### src/rtl/fw_cfg_pkg.sv
// Shared state encoding, idle output levels and slot decode for the FW config-chain programmer.
package fw_cfg_pkg;

  typedef enum logic [2:0] {
    ST_IDLE,
    ST_SETUP,
    ST_SHIFT_LO,
    ST_SHIFT_HI,
    ST_LOAD
  } state_t;

  localparam logic CFG_LOAD_IDLE  = 1'b1;
  localparam logic RESET_NOT_IDLE = 1'b1;

  function automatic logic [3:0] slot_sel(input int unsigned idx);
    return 4'b0001 << idx;
  endfunction

endpackage

### src/rtl/fw_cfg_tick.sv
// Loadable down-counter; o_tc is high while the count sits at zero, so a load of N-1 gives an N-cycle phase.
module fw_cfg_tick #(
  parameter int W = 4
) (
  input  logic         i_clk,
  input  logic         i_rst_n,
  input  logic         i_load,
  input  logic [W-1:0] i_len,
  output logic         o_tc
);

  logic [W-1:0] r_cnt;

  always_ff @(posedge i_clk or negedge i_rst_n) begin
    if (!i_rst_n) begin
      r_cnt <= '0;
    end else if (i_load) begin
      r_cnt <= i_len;
    end else if (r_cnt != '0) begin
      r_cnt <= r_cnt - 1'b1;
    end
  end

  assign o_tc = (r_cnt == '0);

endmodule

### src/rtl/fw_cfg_chain_shifter.sv
// Serial programmer for the DUT configuration chain: shifts a word MSB first, captures config_out
// as readback, pulses config_load low; aborts cleanly if the FW slot is deselected mid-operation.
module fw_cfg_chain_shifter
  import fw_cfg_pkg::*;
#(
  parameter int FW_INDEX    = 1,
  parameter int CFG_WIDTH   = 256,
  parameter int CLK_DIV     = 8,
  parameter int LOAD_CYCLES = 16
) (
  input  logic                 fw_pl_clk1,
  input  logic                 fw_rst_n,
  input  logic [3:0]           fw_dev_id_enable,
  input  logic                 start,
  input  logic [CFG_WIDTH-1:0] cfg_wdata,
  output logic [CFG_WIDTH-1:0] cfg_rdata,
  output logic                 busy,
  output logic                 done,
  output logic                 err_not_sel,
  output logic                 err_abort,
  output logic                 fw_config_clk,
  output logic                 fw_config_in,
  output logic                 fw_config_load,
  output logic                 fw_reset_not,
  input  logic                 fw_config_out
);

  localparam int MAXDUR = (CLK_DIV > LOAD_CYCLES) ? CLK_DIV : LOAD_CYCLES;
  localparam int CW     = $clog2(MAXDUR);
  localparam int BW     = $clog2(CFG_WIDTH);
  localparam logic [CW-1:0] CDIV_M1  = CW'(CLK_DIV - 1);
  localparam logic [CW-1:0] LOAD_M1  = CW'(LOAD_CYCLES - 1);
  localparam logic [BW-1:0] LAST_BIT = BW'(CFG_WIDTH - 1);

  state_t               r_state;
  logic [CFG_WIDTH-1:0] r_shreg;
  logic [CFG_WIDTH-1:0] r_rb;
  logic [BW-1:0]        r_bit_cnt;
  logic                 w_sel;
  logic                 w_tc;
  logic                 w_tick_load;
  logic [CW-1:0]        w_tick_len;

  assign w_sel        = (fw_dev_id_enable == slot_sel(FW_INDEX));
  assign fw_reset_not = RESET_NOT_IDLE;

  // Every phase is (re)armed on the terminal cycle of the previous one; only LOAD has its own length.
  assign w_tick_load = (r_state == ST_IDLE) ? (start & w_sel) : w_tc;
  assign w_tick_len  = (r_state == ST_SHIFT_HI && r_bit_cnt == LAST_BIT) ? LOAD_M1 : CDIV_M1;

  fw_cfg_tick #(.W(CW)) u_tick (
    .i_clk   (fw_pl_clk1),
    .i_rst_n (fw_rst_n),
    .i_load  (w_tick_load),
    .i_len   (w_tick_len),
    .o_tc    (w_tc)
  );

  always_ff @(posedge fw_pl_clk1 or negedge fw_rst_n) begin
    if (!fw_rst_n) begin
      r_state        <= ST_IDLE;
      r_shreg        <= '0;
      r_rb           <= '0;
      r_bit_cnt      <= '0;
      cfg_rdata      <= '0;
      busy           <= 1'b0;
      done           <= 1'b0;
      err_not_sel    <= 1'b0;
      err_abort      <= 1'b0;
      fw_config_clk  <= 1'b0;
      fw_config_in   <= 1'b0;
      fw_config_load <= CFG_LOAD_IDLE;
    end else begin
      done <= 1'b0;
      if (r_state != ST_IDLE && !w_sel) begin
        r_state        <= ST_IDLE;
        r_bit_cnt      <= '0;
        busy           <= 1'b0;
        err_abort      <= 1'b1;
        fw_config_clk  <= 1'b0;
        fw_config_in   <= 1'b0;
        fw_config_load <= CFG_LOAD_IDLE;
      end else begin
        case (r_state)
          ST_IDLE: begin
            if (start && w_sel) begin
              r_shreg        <= cfg_wdata;
              r_bit_cnt      <= '0;
              err_not_sel    <= 1'b0;
              err_abort      <= 1'b0;
              busy           <= 1'b1;
              fw_config_load <= 1'b0;
              r_state        <= ST_SETUP;
            end else if (start) begin
              err_not_sel <= 1'b1;
            end
          end
          ST_SETUP: begin
            if (w_tc) begin
              fw_config_in <= r_shreg[CFG_WIDTH-1];
              r_state      <= ST_SHIFT_LO;
            end
          end
          ST_SHIFT_LO: begin
            if (w_tc) begin
              r_rb          <= {r_rb[CFG_WIDTH-2:0], fw_config_out};
              fw_config_clk <= 1'b1;
              r_state       <= ST_SHIFT_HI;
            end
          end
          ST_SHIFT_HI: begin
            if (w_tc) begin
              fw_config_clk <= 1'b0;
              r_shreg       <= {r_shreg[CFG_WIDTH-2:0], 1'b0};
              if (r_bit_cnt == LAST_BIT) begin
                fw_config_in <= 1'b0;
                r_state      <= ST_LOAD;
              end else begin
                // Next bit goes out on the falling edge so it is stable a full half-period before the rise.
                fw_config_in <= r_shreg[CFG_WIDTH-2];
                r_bit_cnt    <= r_bit_cnt + 1'b1;
                r_state      <= ST_SHIFT_LO;
              end
            end
          end
          ST_LOAD: begin
            if (w_tc) begin
              fw_config_load <= CFG_LOAD_IDLE;
              cfg_rdata      <= r_rb;
              done           <= 1'b1;
              busy           <= 1'b0;
              r_state        <= ST_IDLE;
            end
          end
          default: r_state <= ST_IDLE;
        endcase
      end
    end
  end

endmodule

### config.mk
export PLATFORM = sky130hd
export DESIGN_NAME = fw_cfg_chain_shifter
export DESIGN_NICKNAME = d
export VERILOG_FILES = /design/src/rtl/fw_cfg_pkg.sv /design/src/rtl/fw_cfg_tick.sv /design/src/rtl/fw_cfg_chain_shifter.sv
export SDC_FILE = /design/constraint.sdc
export NUM_CORES = 1
export LEC_CHECK = 0
export CORE_MARGIN = 5
export CORE_UTILIZATION = 55
export DETAILED_ROUTE_END_ITERATION = 12
export PLACE_DENSITY_LB_ADDON = 0.15
export SKIP_CTS_REPAIR_TIMING = 1
export SYNTH_ARGS = -nofsm -noshare
export SYNTH_HDL_FRONTEND = slang
export SYNTH_SLANG_ARGS = --single-unit
### constraint.sdc
create_clock -name fw_pl_clk1 -period 4 [get_ports fw_pl_clk1]
set_input_delay 0.8 -clock fw_pl_clk1 [delete_from_list [all_inputs] [get_ports fw_pl_clk1]]
set_output_delay 0.8 -clock fw_pl_clk1 [all_outputs]
set_load 0.01 [all_outputs]
==> reports/metrics.yaml, run 1 <==
timing.setup.tns_ps: 0
hold_violations: 0
dp.cells: 3778
p_leak_nw: 19.2
synth_largest_area_cell: "dfrtp_1"
drv_cap: 0
synth_cells: 2644
critPathSlowestCell: "or4b_1"
cts.clk_slew.worst_paths_ps: 60
fin_nets: 3360
relSlewSlack_pct: 11.3
fmax_ghz: 0.331
power_frac_clock_pct: 40.6
grt_start_max_net_pins: 233
swShare_pct: 23.6
start_kind: "input port"
wire_per_inst_um: 20.2
synth_area_per_cell_um2: 12.2
slew_viol_final: 0
seqPwrFrac_pct: 51.1
final_area_mm2: 0.0405
ir_drop_mv: 0.391
cp.buffers_inverters: 3
grt-ovfl-total: 0
start_util_pct: 55.7
cts_max_path_buffers: 3
fp.dieArea_mm2: 0.0634
p_total_mw: 17.7
fin_crit_sh_pct: 75.6
cts_root_buf: "clkbuf_16"
finalNonFillerCells: 3919
die_w_um: 252
cp-end-kind: "flop"
netlist_area_mm2: 0.0322
crit_chain: "clkdlybuf4s50_1 -> or4b_1 -> nor2_4 -> nand3_4 -> buf_4 -> buf_4 -> mux2_1"
comb_power_share_pct: 8.3
die_y_um: 252
holdCritPathClass: "in -> async"
fin_worst_skew_ps: 25.7
worst-setup-path-type: "in -> reg"
yosysTopAreaCellShare_pct: 61.4
synth_ff_type: "dfrtp_1"
async_flop_share_pct: 100
synth_common_cells: "dfrtp_1 (789), nand2_1 (523), mux2_2 (282), a21oi_1 (267), a31oi_1 (256)"
vias_per_cell: 5.74
synth_edf_count: 0
num_rows: 88
synthDistinctLibCells: 52
hold_ws_ps: 204
core_area_mm2: 0.0578
rsz0062_at_grt: "no"
synthTopCellsByArea: "dfrtp_1 (61%), mux2_2 (9.9%), mux2_1 (8.1%)"
areaGrowthSynthToFinish_pct: 25.9
utilization_pct: 70.1
pin_count: 528
postRouteAntennaNets: 0
clk_latency_ps: 620
antenna_found_initial: 6
power_density_mw_per_mm2: 437
layout-drive-gt1-share_pct: 14.6
p_sw_mw: 4.17
intPower_mw: 13.5
hpwl_um: 53300
critical-path-top-delay-family: "simple AND/OR/NAND/NOR gates"
period_needed_ps: 3020
cts_tree: "yes"
io_buffer_count: 526
synth_seq_area_share_pct: 61.5
required_ps: 4490
via_count: 22500
pre_cts_slack_ps: 324
ys_warn_count: 0
drtIter0Drc: 1883
post_dp_cell_area_mm2: 0.0380
worst_slack_ps: 976
crit_arrival_ps: 3520
numCtsBuffers: 79
finalSetupViolCount: 0
crit_fanout: 51
crit_path_frequent_cell: "buf_4"
drc: 0
track_usage_pct: 24.4
worstMarginPinSlew_ps: 1330
yosysMostFrequentCell: "dfrtp_1"
max_stage_delay_ps: 750
drt_pass1_iterations: 6
ys_seq_elements: 790
finalWirelength_um: 79100
grt_pass1_wl_um: 127000
grt_pass1_vias: 23200
synth_fp_nets: 2910
cts_max_level: 3
status: "complete, no violations"
routabilityCongestion: 0.844
cts.sinks: 790
==> sequential cells by signal (all words and copies together), names as in the netlist <==
| name | cells |
|---|---|
| r_rb | 256 |
| cfg_rdata | 256 |
| done | 1 |
| err_abort | 1 |
| fw_config_in | 1 |
| u_tick.r_cnt | 4 |
| r_shreg | 256 |
| err_not_sel | 1 |
| r_state | 3 |
| fw_config_load | 1 |
| fw_config_clk | 1 |
| r_bit_cnt | 8 |
| busy | 1 |
==> metal layers <==
metal,global-route usage [%],up-vias,wire length (um)
li1,-,10200,-
met1,32.1,11400,31600
met2,40.8,713,39800
met3,4.99,159,4650
met4,9.06,4,3000
met5,0,-,34
==> path summary, 6_finish.rpt <==
check                      cells past startpoint              to  slack, ps                start
min reg2reg                                    1   cfg_rdata[62]        490        cfg_rdata[62]
min                                            1   cfg_rdata[79]        200             fw_rst_n
max in group asynchronous                      3  cfg_rdata[152]       2640             fw_rst_n
max reg2reg                                    8  cfg_rdata[140]       1070      u_tick.r_cnt[0]
min in group fw_pl_clk1                        1   cfg_rdata[62]        490        cfg_rdata[62]
max                                            7  cfg_rdata[198]        980  fw_dev_id_enable[0]
==> power groups by stage <==
stage / combinational (mW) / clock (mW) / sequential, mW
after floorplan: 0.801 / 0 / 9.07
after global placement: 1.41 / 0 / 9.13
after detailed placement: 1.48 / 0 / 9.17
after CTS: 1.48 / 7.33 / 9.04
after global routing: 1.66 / 7.66 / 9.12
final: 1.46 / 7.19 / 9.05
==> worst register-to-register path, delay by kind of cell, from the launching register on <==
| kind | cells | cell delay (ps) |
|---|---|---|
| muxes | 1 | 470 |
| adders and majority gates | 1 | 240 |
| buffers and inverters | 3 | 1130 |
| and+or+nand+nor | 3 | 660 |
| DFF | 1 | 340 |
==> layout make-up <==
type                            instances  area [um^2]
Timing Repair Buffer                  574         5930
Sequential cell                       790        19800
Tap cell                              765          957
Clock inverter                         21          224
Clock buffer                          117         2310
Inverter                                7         31.3
Multi-Input combinational cell       1642        11300
Antenna cell                            3         7.51
Fill cell                            4099        17300
==> logic make-up (layout without fill, tap and decap cells) <==
logic type	count (synthesis)	in the layout	share of synthesized area, %
flops	790	790	61.5
simple gates	571	571	7.02
compound gates	551	551	9.76
mux	515	515	18.0
buf+inv	212	719	3.60
fa+ha+maj	2	2	0.0778
xor+xnor	2	2	0.0545
other cells	1	4	0.0117
==> cells in the final DEF (no fill, tap or decap), types with 2 or more instances in the layout <==
cell	synthesis	routed
buf_12	0	24
clkinvlp_4	0	2
inv_1	6	6
a22o_1	2	2
clkbuf_8	0	15
clkbuf_1	89	21
nand3_1	10	10
nand4_1	3	3
o211ai_1	4	4
ha_1	2	2
buf_4	12	24
clkdlybuf4s50_1	0	525
clkinv_8	0	4
xnor2_1	2	2
clkinv_2	0	11
o2bb2a_1	3	3
nand2_1	523	522
mux2_2	282	282
clkbuf_16	0	81
nor3_1	2	2
dfrtp_1	789	789
mux2_1	231	231
a21oi_1	267	267
nand2b_1	2	2
bufinv_16	0	2
o21ai_0	9	9
a22oi_1	2	2
a31oi_1	256	256
and3_1	3	3
or3_1	3	3
mux2i_1	2	2
nor2_1	10	10
diode_2	0	3
No activity file was read; power rests on OpenSTA's default activity.
==> run 2: changes to the inputs <==
--- a/config.mk
+++ b/config.mk
@@ -6,7 +6,7 @@
 export NUM_CORES = 1
 export LEC_CHECK = 0
 export CORE_MARGIN = 5
-export CORE_UTILIZATION = 55
+export CORE_UTILIZATION = 48
 export DETAILED_ROUTE_END_ITERATION = 12
 export PLACE_DENSITY_LB_ADDON = 0.15
 export SKIP_CTS_REPAIR_TIMING = 1
==> constraint.sdc (replaced) <==
create_clock -name fw_pl_clk1 -period 2.55 [get_ports fw_pl_clk1]
set_input_delay 0.51 -clock fw_pl_clk1 [delete_from_list [all_inputs] [get_ports fw_pl_clk1]]
set_output_delay 0.51 -clock fw_pl_clk1 [all_outputs]
set_load 0.01 [all_outputs]
==> reports/metrics.yaml, run 2 (synthesis results as in run 1) <==
top_usage_layer: "met2"
numCtsBuffers: 81
status: "complete, no violations"
final_cell_mix: "dfrtp_1 (789), clkdlybuf4s50_1 (525), nand2_1 (522)"
io_buffer_count: 526
cts_tree: "yes"
drc: 0
cts.sinks: 790
drtIter0Drc: 1698
vias_per_cell: 5.53
hpwl_um: 55600
worstMarginPinSlew_ps: 575
pre_cts_slack_ps: -340
n_fill_cell: 5224
via_count: 22600
cts_max_level: 3
gr-usage-met3_pct: 4.28
cts_root_buf: "clkbuf_16"
fin_crit_sh_pct: 94.6
die_w_um: 269
num_rows: 95
final_area_mm2: 0.0415
core_area_mm2: 0.0668
grt-ovfl-total: 0
post_dp_cell_area_mm2: 0.0387
pin_count: 528
final_common_cell: "dfrtp_1"
crit_arrival_ps: 2890
slew_viol_final: 0
required_ps: 3030
antenna_found_initial: 9
relSlewSlack_pct: 61.7
worst_slack_ps: 138
ir_drop_mv: 0.475
cts_max_path_buffers: 3
use_met1_pct: 29.4
grt_pass1_vias: 23100
areaGrowthSynthToFinish_pct: 29.0
start_kind: "flop"
fin_worst_skew_ps: 13.4
cp-end-kind: "flop"
cts.clk_slew.worst_paths_ps: 60
fp.dieArea_mm2: 0.0723
drt_pass1_iterations: 5
largestRegisters: "cfg_rdata x256, r_rb x256, r_shreg x256"
p_total_mw: 28.7
drv_cap: 0
finalSetupViolCount: 0
timing.setup.tns_ps: 0
period_needed_ps: 2410
rsz0062_at_grt: "no"
fin_nets: 3418
worstRegToRegCells: 8
p_leak_nw: 19.7
start_util_pct: 48.2
hold_violations: 0
power_density_mw_per_mm2: 692
worst-setup-path-type: "reg -> reg"
holdCritPathClass: "in -> async"
wire_per_inst_um: 19.7
crit_fanout: 42
layout-drive-gt1-share_pct: 16.7
postRouteAntennaNets: 0
finalWirelength_um: 80600
grt_start_max_net_pins: 116
met2_usage_pct: 35.8
routabilityCongestion: 0.835
fmax_ghz: 0.415
die_y_um: 269
clk_latency_ps: 610
grt_pass1_wl_um: 127000
track_usage_pct: 21.8
## run 2: cell count changes in the layout (fill, tap and decap cells not counted), moves of 4 or more
cell,previous run,this run
buf_12,24,38
bufinv_16,2,7
inv_6,1,5
clkbuf_8,15,21
clkbuf_1,21,8
buf_4,24,64
clkinv_2,11,20
## run 2: where the power goes
| part | internal (mW) | switching, mW |
|---|---|---|
| combinational | 1.18 | 1.19 |
| sequential | 13.6 | 0.614 |
| clock | 7.19 | 4.95 |
## run 2: area by class of cell
class	instances	area [um^2]	area share [%]
repair buffers	630	6530	15.7
clock inverters	37	424	1.02
clock buffers	110	2350	5.65
flip-flops and latches	790	19800	47.7
well taps	873	1090	2.63
diodes	4	10.0	0.0241
multi-input cells	1642	11300	27.2
inverters	7	31.3	0.0754
## run 2: per-stage QoR
| step | std cells | hold WS, ps | util (%) |
|---|---|---|---|
| 2_1_floorplan | 2644 | 214 | - |
| 3_3_place_gp | 3941 | 461 | 57.9 |
| 3_5_place_dp | 3941 | 466 | 57.9 |
| 4_1_cts | 4088 | -175 | 62.1 |
| 5_1_grt | 4092 | 432 | 62.1 |
| 6_report | 4093 | 438 | 62.1 |
## run 2: per-layer routing
| metal | vias up | wire length [um] |
|---|---|---|
| met3 | 142 | 4570 |
| met5 | - | 69 |
| met1 | 11500 | 33500 |
| li1 | 10300 | - |
| met2 | 663 | 40000 |
| met4 | 10 | 2430 |
## run 2: worst paths after layout
path	from	to	slack (ps)
max	u_tick.r_cnt[0]	cfg_rdata[109]	140
min	fw_rst_n	cfg_rdata[110]	440
max reg2reg	u_tick.r_cnt[0]	cfg_rdata[109]	140
min reg2reg	fw_config_load	fw_config_load	480
max in group asynchronous	fw_rst_n	r_rb[163]	1120
min in group fw_pl_clk1	cfg_wdata[123]	r_shreg[123]	460
## run 2: worst max-delay path, stage by stage (launching register included)
cell	delay (ps)
dfrtp_1	370
inv_1	90
ha_1	240
or3b_4	450
nor2_4	160
nand3_4	110
inv_6	190
buf_12	260
mux2_1	360
